`src/rtl/uc_puzzle_matriz.sv`:
```
// -----------------------------------------------------------------------------
// uc_puzzle_matriz
//
// Control unit for a button-matrix puzzle game. It debounces nothing; it only
// synchronises the raw start and puzzle buttons into clk, turns each rising
// edge into one pulse, and runs the level sequencing FSM:
//
//   IDLE -> LIMPA -> ASSENTA -> JOGA <-> AGUARDA
//                                 |
//                                 v
//                              CONCLUI -> LIMPA (next level) or VITORIA
//
// LIMPA clears the matrix driver, ASSENTA/AGUARDA give the driver two cycles
// to settle after a clear or a move, JOGA forwards button presses as toggle
// pulses, CONCLUI pauses after a solved level.
//
// Optional feature (macro UC_TIMEOUT_EN): a per-level timeout counter running
// in JOGA/AGUARDA that sends the FSM to DERROTA. Without the macro there is no
// counter and derrota is tied low.
//
// Parameters:
//   TIMEOUT_CICLOS  cycles allowed in JOGA/AGUARDA per level (timeout build)
//   PAUSA_CICLOS    cycles spent in CONCLUI before moving on
//   NIVEL_MAX       index of the last level
//
// Ports:
//   clk              system clock, rising edge
//   rst              asynchronous active-low reset
//   iniciar          raw start button (asynchronous)
//   botoes_in[7:0]   raw puzzle buttons (asynchronous)
//   nivel_concluido  registered "level solved" flag from the matrix driver
//   botoes_out[7:0]  one-cycle toggle pulses to the matrix driver
//   nivel[2:0]       current level index
//   rst_matriz       one-cycle clear pulse to the matrix driver
//   jogando          high in ASSENTA, JOGA, AGUARDA
//   vitoria          high in VITORIA
//   derrota          high in DERROTA
//   jogadas[7:0]     moves made in the current level (saturating)
//   db_estado[2:0]   current state encoding, for debug
// -----------------------------------------------------------------------------
module uc_puzzle_matriz #(
    parameter logic [31:0] TIMEOUT_CICLOS = 32'd50_000_000,
    parameter logic [31:0] PAUSA_CICLOS   = 32'd25_000_000,
    parameter logic [2:0]  NIVEL_MAX      = 3'd4
) (
    input  logic       clk,
    input  logic       rst,
    input  logic       iniciar,
    input  logic [7:0] botoes_in,
    input  logic       nivel_concluido,
    output logic [7:0] botoes_out,
    output logic [2:0] nivel,
    output logic       rst_matriz,
    output logic       jogando,
    output logic       vitoria,
    output logic       derrota,
    output logic [7:0] jogadas,
    output logic [2:0] db_estado
);

    typedef enum logic [2:0] {
        IDLE    = 3'd0,
        LIMPA   = 3'd1,
        ASSENTA = 3'd2,
        JOGA    = 3'd3,
        AGUARDA = 3'd4,
        CONCLUI = 3'd5,
        VITORIA = 3'd6,
        DERROTA = 3'd7
    } estado_t;

    // Last count value of the two-cycle settle states (count runs 0, 1).
    localparam logic [31:0] ESPERA_FIM = 32'd1;

    estado_t     estado_reg, estado_next;
    logic [2:0]  nivel_reg, nivel_next;
    logic [7:0]  jogadas_reg, jogadas_next;
    logic [7:0]  botoes_out_reg, botoes_out_next;
    logic [31:0] cnt_reg, cnt_next;

    // -------------------------------------------------------------------------
    // Input synchronisers and rising-edge detectors.
    // Bit 8 is iniciar, bits 7:0 are the puzzle buttons.
    // -------------------------------------------------------------------------
    logic [8:0] entrada_raw;
    logic [8:0] borda;
    logic       ini_borda;
    logic [7:0] btn_borda;

    assign entrada_raw = {iniciar, botoes_in};

    genvar gi;
    generate
        for (gi = 0; gi < 9; gi++) begin : g_sync
            logic s1_reg;
            logic s2_reg;
            logic ant_reg;

            always_ff @(posedge clk or negedge rst) begin
                if (!rst) begin
                    s1_reg  <= 1'b0;
                    s2_reg  <= 1'b0;
                    ant_reg <= 1'b0;
                end else begin
                    s1_reg  <= entrada_raw[gi];
                    s2_reg  <= s1_reg;
                    ant_reg <= s2_reg;
                end
            end

            assign borda[gi] = s2_reg & ~ant_reg;
        end
    endgenerate

    assign ini_borda = borda[8];
    assign btn_borda = borda[7:0];

    // -------------------------------------------------------------------------
    // Optional per-level timeout.
    // -------------------------------------------------------------------------
    logic estouro;

`ifdef UC_TIMEOUT_EN
    logic [31:0] tmo_reg, tmo_next;

    assign estouro = (tmo_reg == TIMEOUT_CICLOS - 32'd1);

    always_comb begin
        tmo_next = tmo_reg;
        if (estado_reg == LIMPA) begin
            tmo_next = '0;
        end else if (estado_reg == JOGA || estado_reg == AGUARDA) begin
            tmo_next = tmo_reg + 32'd1;
        end
    end

    always_ff @(posedge clk or negedge rst) begin
        if (!rst) begin
            tmo_reg <= '0;
        end else begin
            tmo_reg <= tmo_next;
        end
    end

    assign derrota = (estado_reg == DERROTA);
`else
    // No timeout hardware: DERROTA can never be entered.
    logic unused_timeout;
    assign unused_timeout = ^TIMEOUT_CICLOS;
    assign estouro        = 1'b0;
    assign derrota        = 1'b0;
`endif

    // -------------------------------------------------------------------------
    // Next-state and datapath logic.
    // -------------------------------------------------------------------------
    always_comb begin
        estado_next     = estado_reg;
        nivel_next      = nivel_reg;
        jogadas_next    = jogadas_reg;
        cnt_next        = '0;
        botoes_out_next = '0;

        case (estado_reg)
            IDLE: begin
                if (ini_borda) begin
                    nivel_next  = '0;
                    estado_next = LIMPA;
                end
            end

            LIMPA: begin
                jogadas_next = '0;
                estado_next  = ASSENTA;
            end

            ASSENTA: begin
                if (cnt_reg == ESPERA_FIM) begin
                    estado_next = JOGA;
                end
            end

            JOGA: begin
                // Priority: restart, timeout, move, level solved.
                if (ini_borda) begin
                    estado_next = LIMPA;
                end else if (estouro) begin
                    estado_next = DERROTA;
                end else if (botoes_out_reg != 8'h00) begin
                    if (jogadas_reg != 8'hFF) begin
                        jogadas_next = jogadas_reg + 8'd1;
                    end
                    estado_next = AGUARDA;
                end else if (nivel_concluido) begin
                    estado_next = CONCLUI;
                end
            end

            AGUARDA: begin
                if (ini_borda) begin
                    estado_next = LIMPA;
                end else if (estouro) begin
                    estado_next = DERROTA;
                end else if (cnt_reg == ESPERA_FIM) begin
                    estado_next = JOGA;
                end
            end

            CONCLUI: begin
                if (ini_borda) begin
                    estado_next = LIMPA;
                end else if (cnt_reg == PAUSA_CICLOS - 32'd1) begin
                    if (nivel_reg == NIVEL_MAX) begin
                        estado_next = VITORIA;
                    end else begin
                        nivel_next  = nivel_reg + 3'd1;
                        estado_next = LIMPA;
                    end
                end
            end

            VITORIA, DERROTA: begin
                if (ini_borda) begin
                    nivel_next  = '0;
                    estado_next = LIMPA;
                end
            end

            default: begin
                estado_next = IDLE;
            end
        endcase

        // Dwell counter: only the timed states count, and every state change
        // restarts it so each timed state sees a fresh count from zero.
        if (estado_next == estado_reg &&
            (estado_reg == ASSENTA || estado_reg == AGUARDA || estado_reg == CONCLUI)) begin
            cnt_next = cnt_reg + 32'd1;
        end

        // A button pulse is only forwarded when the FSM stays in JOGA, so the
        // registered pulse can never appear in any other state. This also
        // drops buttons that coincide with a start edge or with the move cycle.
        if (estado_reg == JOGA && estado_next == JOGA) begin
            botoes_out_next = btn_borda;
        end
    end

    always_ff @(posedge clk or negedge rst) begin
        if (!rst) begin
            estado_reg     <= IDLE;
            nivel_reg      <= '0;
            jogadas_reg    <= '0;
            botoes_out_reg <= '0;
            cnt_reg        <= '0;
        end else begin
            estado_reg     <= estado_next;
            nivel_reg      <= nivel_next;
            jogadas_reg    <= jogadas_next;
            botoes_out_reg <= botoes_out_next;
            cnt_reg        <= cnt_next;
        end
    end

    // -------------------------------------------------------------------------
    // Outputs.
    // -------------------------------------------------------------------------
    assign botoes_out = botoes_out_reg;
    assign nivel      = nivel_reg;
    assign jogadas    = jogadas_reg;
    assign rst_matriz = (estado_reg == LIMPA);
    assign jogando    = (estado_reg == ASSENTA) || (estado_reg == JOGA) ||
                        (estado_reg == AGUARDA);
    assign vitoria    = (estado_reg == VITORIA);
    assign db_estado  = estado_reg;

endmodule

```
`config.mk`:
```
export PLATFORM = sky130hd
export DESIGN_NAME = uc_puzzle_matriz
export DESIGN_NICKNAME = d
export VERILOG_FILES = /design/src/rtl/uc_puzzle_matriz.sv
export SDC_FILE = /design/constraint.sdc
export NUM_CORES = 1
export LEC_CHECK = 0
export BUFFER_PORTS_ARGS = -buffer_cell sky130_fd_sc_hd__buf_4
export CORE_MARGIN = 2
export CORE_UTILIZATION = 63
export CTS_BUF_LIST = sky130_fd_sc_hd__clkbuf_8 sky130_fd_sc_hd__clkbuf_16
export DETAILED_ROUTE_END_ITERATION = 16
export PLACE_DENSITY = 0.84
export SYNTH_ARGS = -nofsm -noshare
export SYNTH_HDL_FRONTEND = slang
export SYNTH_SLANG_ARGS = --single-unit
```
`constraint.sdc`:
```
create_clock -name clk -period 4.15 [get_ports clk]
set_input_delay 0.2075 -clock clk [delete_from_list [all_inputs] [get_ports clk]]
set_output_delay 0.2075 -clock clk [all_outputs]
set_load 0.01 [all_outputs]
```
==> results.md, run 1 <==
* Total number of vias at just under 3k
* Total routed wirelength at 7709 um
* Achievable frequency at 342.1 MHz
* Core ar. at 5816 um2
* Wire per inst at about 17 um
* Clk sinks at 81
* Mapped Area at 3744 um2
* Hold Vio Cnt, Final at 8
* Crit path kind: reg2reg
* Initial DRT Pass Iterations at 5
* Setup repair after global routing missed its margin: false
* Worst rel slew slack at 34.08%
* Synth Warn # at 0
* Mean area per synthesized cell at 10.82 um2
* Cell area power density at 515.5 nW/um2
* Worst slew pin tran at 0.9888 ns
* Syn nets at 363
* Gr ovfl total at 0
* Fillers at 395
* Register bit total from synthesis at slightly above 80
* Sequential fraction of the synthesis area at 54.14%
* Post-Layout Cell Count at between 400 and 500
* Maxcap violations at 0
* Die width at between 80 and 90 um
* Worst EP required at 4.35 ns
* Crit path max fanout at 32
* Antenna violations before repair at 0
* Lkg Pwr at 1.795 nW
* Final Max Tran Viols at 0
* Final Wtd Congestion at 0.8814
* CP Launch Type: flop
* PortBufs at 36
* Hold crit path type: in2async
* Max FFs per register at 32
* Worst R2R Start: cnt_reg[0]
* Layout Utilization at between 70% and 80%
* R2R depth at 7
* CP startpoint: cnt_reg[0]
* Synth unique cells at 49
* CTS tree: done
* Cells after DPL at 441
* Hpwl dp at 4796 um
* Clk slew on worst S/H paths at 0.09 ns
* Worst ir drop on vdd at between 0.4 and 0.5 mV
* DRT iter0 DRCs at 201
* Final worst-path cycle share at between 70% and 80%
* Post-synth EDFFs at 0
* TritonCTS Buffers at 9
* H-Tree Depth at 3
* Tmin final at 2.923 ns
* Root Buffer: clkbuf_8
* Finish-stage setup viols at 0
* Crit path arrival time at 3.12 ns
* Vias per inst at ~6.2
* DRC at 0
* DP Worst Slack at 1.259 ns
* Clk_skew at 0.008083 ns
* GRT Util Overall at 25.99%
* Ys async rst share at between 90% and 100%
* Setup tns final at 0 ns
* Failing checks: negative hold slack
* Fraction of layout cells with a size suffix above 1 at 17.65%
* Ant. Diodes at 0
* Post-route ant nets at 0
* Largest net degree at the start of global routing at 82
* # IOs at 38
* Final net count at 403
* Area Growth Syn to Fin at 15.81%
* Clk buf depth at 2
* Status: finished with violations
* Cts repair resizes at 0
* Critical path capture point type: flop
* Clk Latency, worst-skew pair at 0.35 ns
* Initial core utilization at 64.37%
* Vias in the first global route at 2690
* Full die area at 6575 um2
* First-pass GRT wire length at around 13000 um
* Synth Instances at 346
* Die Y-Extent at about 80 um
* Predominant post-synthesis flop cell: dfrtp_1
* WHS at -0.02087 ns
* Row count at 28
* Worst setup margin at between 1 and 1.5 ns
## synth_stat cells, types with 8 or more instances
master | instances | share of area, %
xor2_1 | 13 | 3.0
nor4_1 | 44 | 7.4
nand4_1 | 13 | 2.2
clkbuf_1 | 9 | 0.90
nor2_1 | 20 | 2.0
xnor2_1 | 25 | 5.8
nand2_1 | 22 | 2.2
nor3_1 | 14 | 1.9
inv_1 | 8 | 0.80
dfrtp_1 | 81 | 54
nand3_1 | 14 | 1.9
## path summary, 6_finish.rpt
| check | slack, ns | end |
|---|---|---|
| max | 1.23 | cnt_reg[30] |
| min | -0.02 | jogadas[2] |
| max reg2reg | 1.23 | cnt_reg[30] |
| min reg2reg | 0.36 | g_sync[8].s2_reg |
| max in group asynchronous | 3.50 | cnt_reg[3] |
| min in group clk | 0.36 | g_sync[8].s2_reg |
## kinds of logic (layout without fill, tap and decap cells)
| group | count (synthesis) | count (layout) | share of synthesized area [%] |
|---|---|---|---|
| AOI/OAI and AO/OA | 26 | 26 | 5.047 |
| buffers and inverters | 26 | 71 | 3.476 |
| other | 1 | 1 | 0.1002 |
| xor gates and xnor gates | 38 | 38 | 8.890 |
| adders and majority gates | 5 | 5 | 1.671 |
| and+or+nand+nor | 167 | 167 | 26.07 |
| muxes | 2 | 2 | 0.6016 |
| DFF | 81 | 81 | 54.14 |
## what timing repair did
item,in CTS,in global routing
hold buffers,9,0
setup buffers,0,0
hold endpoints to repair,9,0
## worst max-delay path, stage by stage (launching register included)
cell     delay [ns]
dfrtp_1        0.41
ha_1           0.26
nand3_4        0.13
or4_4          0.55
or3_4          0.41
nor3_4         0.25
o31a_2         0.61
nor4_1         0.16
## metal layers
metal	track usage, %	wire length (um)	up-vias
li1	-	-	1352
met4	9.322	93	0
met5	0	0	-
met1	36.33	3311	1430
met2	40.17	3832	115
met3	6.000	471	11
## layout by cell type, fill, tap and decap left out, types with 2 or more instances in the layout
| master | instances |
|---|---|
| o31ai_1 | 3 |
| and3_1 | 4 |
| inv_1 | 8 |
| a21oi_1 | 4 |
| or4_1 | 5 |
| nor3b_1 | 7 |
| mux2_2 | 2 |
| nand2_1 | 22 |
| ha_1 | 5 |
| xor2_1 | 13 |
| nand4_1 | 13 |
| o21ai_0 | 7 |
| buf_4 | 38 |
| nor2_1 | 20 |
| nand3_1 | 14 |
| dfrtp_1 | 81 |
| dlygate4sd3_1 | 9 |
| o21ai_1 | 2 |
| and4_1 | 3 |
| inv_8 | 3 |
| nor4b_1 | 2 |
| nand2b_1 | 2 |
| and2_1 | 3 |
| clkbuf_8 | 10 |
| or3_1 | 4 |
| nor4_1 | 44 |
| xnor2_1 | 25 |
| nor3_1 | 14 |
## per-stage QoR
step                power [W]  cell area (um2)  hold slack (ns)
floorplan            0.001441             3744         -0.08809
global placement     0.001590             4026           0.3168
detailed placement   0.001610             4026           0.3180
CTS                  0.002238             4335          0.04277
global route         0.002349             4335          0.09434
finish               0.002235             4335         -0.02087
## layout make-up
type / count / area [um2] / share of cell area, %
tap: 75 / 93.84 / 2.165
inverter: 8 / 30.03 / 0.6926
timing repair buffer: 47 / 375.4 / 8.658
clock inverter: 6 / 81.33 / 1.876
clock buffer: 10 / 137.6 / 3.175
multi-input combinational: 239 / 1590 / 36.68
sequential: 81 / 2027 / 46.75
## where the power goes
group | total [W] | switching [W] | internal, W
Combinational | 0.000693 | 0.000475 | 0.000218
Sequential | 0.000918 | 0.0000823 | 0.000836
Clock | 0.000624 | 0.000313 | 0.000310
No activity file was read; power rests on OpenSTA's default activity.
==> run 2, diff against run 1 <==
--- a/config.mk
+++ b/config.mk
@@ -7,10 +7,10 @@
 export LEC_CHECK = 0
 export BUFFER_PORTS_ARGS = -buffer_cell sky130_fd_sc_hd__buf_4
 export CORE_MARGIN = 2
-export CORE_UTILIZATION = 63
+export CORE_UTILIZATION = 58
 export CTS_BUF_LIST = sky130_fd_sc_hd__clkbuf_8 sky130_fd_sc_hd__clkbuf_16
 export DETAILED_ROUTE_END_ITERATION = 16
-export PLACE_DENSITY = 0.84
+export PLACE_DENSITY = 0.79
 export SYNTH_ARGS = -nofsm -noshare
 export SYNTH_HDL_FRONTEND = slang
 export SYNTH_SLANG_ARGS = --single-unit
==> constraint.sdc (replaced) <==
create_clock -name clk -period 3 [get_ports clk]
set_input_delay 0.15 -clock clk [delete_from_list [all_inputs] [get_ports clk]]
set_output_delay 0.15 -clock clk [all_outputs]
set_load 0.01 [all_outputs]
==> results.md, run 2 (synthesis results as in run 1) <==
* Status: complete, no violations
* TritonCTS Buffers at 9 (unchanged)
* Commonest non-fill, non-tap cells in the layout: dfrtp_1, nor4_1, buf_4
* Die width at 84.34 um (+4.0%)
* Hold Crit Start: nivel_concluido
* Final Wtd Congestion at 0.8311 (-5.7%)
* Gr ovfl total at 0 (unchanged)
* Crit path max fanout at 32 (unchanged)
* CP Buf/Inv Count at 1 (+1)
* Switching Power at 0.001255 W (+44%)
* Clk Latency, worst-skew pair at 0.36 ns (about the same)
* Clk_skew at 0.01001 ns (+0.001926 ns)
* DRC at 0 (unchanged)
* Finish-stage setup viols at 0 (unchanged)
* Final net count at 406 (+0.74%)
* Setup repair after global routing missed its margin: false
* Initial core utilization at 59.29% (-5.1 points)
* First-pass GRT wire length at 12730 um (-1.8%)
* Worst EP required at 3.23 ns (-1.12 ns)
* Root Buffer: clkbuf_8
* Largest net degree at the start of global routing at 82 (unchanged)
* Worst rel slew slack at 35.22% (+1.1 points)
* Sequential Power Share at 39.0% (-2.1 points)
* Achievable frequency at 384.2 MHz (+12%)
* Routing usage on met3 at 5.900% (-0.10 points)
* Critical path capture point type: flop
* Crit path arrival time at 2.84 ns (-0.28 ns)
* PortBufs at 36 (unchanged)
* GR peak layer: met2
* CP max-delay cell: or4_4
* Core ar. at 6314 um2 (+8.6%)
* Die Y-Extent at 84.34 um (+4.0%)
* Total number of vias at 2791 (-4.0%)
* Hold Vio Cnt, Final at 0 (-8)
* Final worst-path cycle share at 86.76% (+16 points)
* Initial DRT Pass Iterations at 4 (-1)
* GR Util met1 at 32.74% (-3.6 points)
* Hold crit path type: in2reg
* Clk sinks at 81 (unchanged)
* Hold path depth at 4
* DRT iter0 DRCs at 232 (+15%)
* Lkg Pwr at 1.818 nW (+1.3%)
* R2R Path End: cnt_reg[11]
* Total routed wirelength at 7498 um (-2.7%)
* Ordered cell list for the critical path: ha_1 -> nand3_4 -> or4_4 -> nor4_1 -> o221ai_1 -> a22oi_2 -> buf_12 -> nor4_1
* Max FFs per register at 32 (unchanged)
* Setup tns final at 0 ns (unchanged)
* Comb power frac at 33.8% (+2.8 points)
* Vias in the first global route at 2589 (-3.8%)
* Clk slew on worst S/H paths at 0.09 ns (about the same)
* Clk buf depth at 2 (unchanged)
* Clock share of power at 27.2% (-0.7 points)
* CP most frequent cell: nor4_1
* Hold EP: db_estado[2]
* Ant. Diodes at 0 (unchanged)
* Cts repair resizes at 0 (unchanged)
* Vias per inst at 5.926 (-5.0%)
* Fraction of layout cells with a size suffix above 1 at 18.02% (+0.37 points)
* Area Growth Syn to Fin at 17.21%
* WHS at 0.2989 ns (+0.3197 ns)
* Post-route ant nets at 0 (unchanged)
* Commonest non-fill, non-tap cell in the layout: dfrtp_1
* Switch share at 38.89% (-0.070 points)
* DP Worst Slack at 0.3999 ns (-0.8587 ns)
* Worst slew pin tran at 0.9718 ns (-0.01700 ns)
* Crit path kind: reg2reg
* CTS tree: done
* Cell family contributing the most delay on the critical path: simple AND/OR/NAND/NOR gates
* CP Launch Type: flop
* Worst path max stage delay at 0.54 ns (-0.07 ns)
* Final Max Tran Viols at 0 (unchanged)
* Post-CTS Setup Repair Bufs at 0 (unchanged)
* R2R depth at 8 (+1)
* Cell area power density at 735.1 nW/um2 (+43%)
* Fillers at 477 (+21%)
* Antenna violations before repair at 0 (unchanged)
* Tmin final at 2.603 ns (-0.3201 ns)
* GRT Util Overall at 22.53% (-3.5 points)
* H-Tree Depth at 3 (unchanged)
* Full die area at 7113 um2 (+8.2%)
* Maxcap violations at 0 (unchanged)
* Int Power at 0.001971 W (+45%)
* GR Util met2 at 33.33% (-6.8 points)
* Worst R2R Start: cnt_reg[0]
* Worst ir drop on vdd at 1.129 mV (+130%)
* Reg2Reg Setup Slack at 0.40 ns (-0.83 ns)
* Worst setup margin at 0.3971 ns (-0.8299 ns)
* Row count at 29 (+3.6%)
* # IOs at 38 (unchanged)
* Hpwl dp at 4776 um (-0.41%)
* Wire per inst at 15.92 um (-3.8%)
run 2: power by group through the flow:
stage / combinational (W) / clock (W) / sequential, W
2_1_floorplan: 0.000758 / 0 / 0.00124
3_3_place_gp: 0.00104 / 0 / 0.00127
3_5_place_dp: 0.00106 / 0 / 0.00128
4_1_cts: 0.00108 / 0.000890 / 0.00126
5_1_grt: 0.00117 / 0.000941 / 0.00127
6_report: 0.00109 / 0.000877 / 0.00126
run 2: timing repair:
action / in CTS / in global routing
hold buffers: 10 / 0
endpoints found under the setup margin: 0 / 0
hold endpoints to repair: 74 / 0
run 2: worst max-delay path by stage:
stage	start	end	slack [ns]	cells past startpoint
6_report	cnt_reg[0]	cnt_reg[11]	0.40	8
4_1_cts	cnt_reg[0]	cnt_reg[11]	0.41	8
2_1_floorplan	cnt_reg[0]	nivel[1]	0.57	6
3_5_place_dp	cnt_reg[0]	cnt_reg[11]	0.40	8
3_3_place_gp	cnt_reg[0]	cnt_reg[28]	0.48	8
5_1_grt	cnt_reg[0]	botoes_out[1]	0.29	7
run 2: cell type report:
cell class	instances	area [um2]	share of cell area [%]
inverter	8	30.03	0.6843
clock inverter	6	81.33	1.853
sequential	81	2027	46.19
timing repair buffer	50	425.4	9.695
tap	77	96.34	2.196
clock buffer	10	137.6	3.137
multi-input combinational	239	1590	36.24
run 2: worst register-to-register path, delay by kind of cell, from the launching register on:
family                     cells  cell delay (ns)
and+or+nand+nor                4             1.09
DFF                            1             0.42
AOI/OAI and AO/OA              2             0.51
buffers and inverters          1             0.22
adders and majority gates      1             0.25
run 2: stage by stage:
step / power, W / util, % / cell area [um2] / cells
6_report: 0.003226 / 69.50 / 4388 / 471
5_1_grt: 0.003380 / 69.50 / 4388 / 471
4_1_cts: 0.003224 / 69.50 / 4388 / 471
3_5_place_dp: 0.002336 / 64.45 / 4069 / 445
3_3_place_gp: 0.002305 / 64.45 / 4069 / 445
2_1_floorplan: 0.001994 / - / 3744 / 346
run 2: metal layers:
layer  routed length [um]  share of wire, %
met1                 3473                46
met2                 3628                48
met3                  279               3.7
met4                  116               1.5
met5                    0                 0
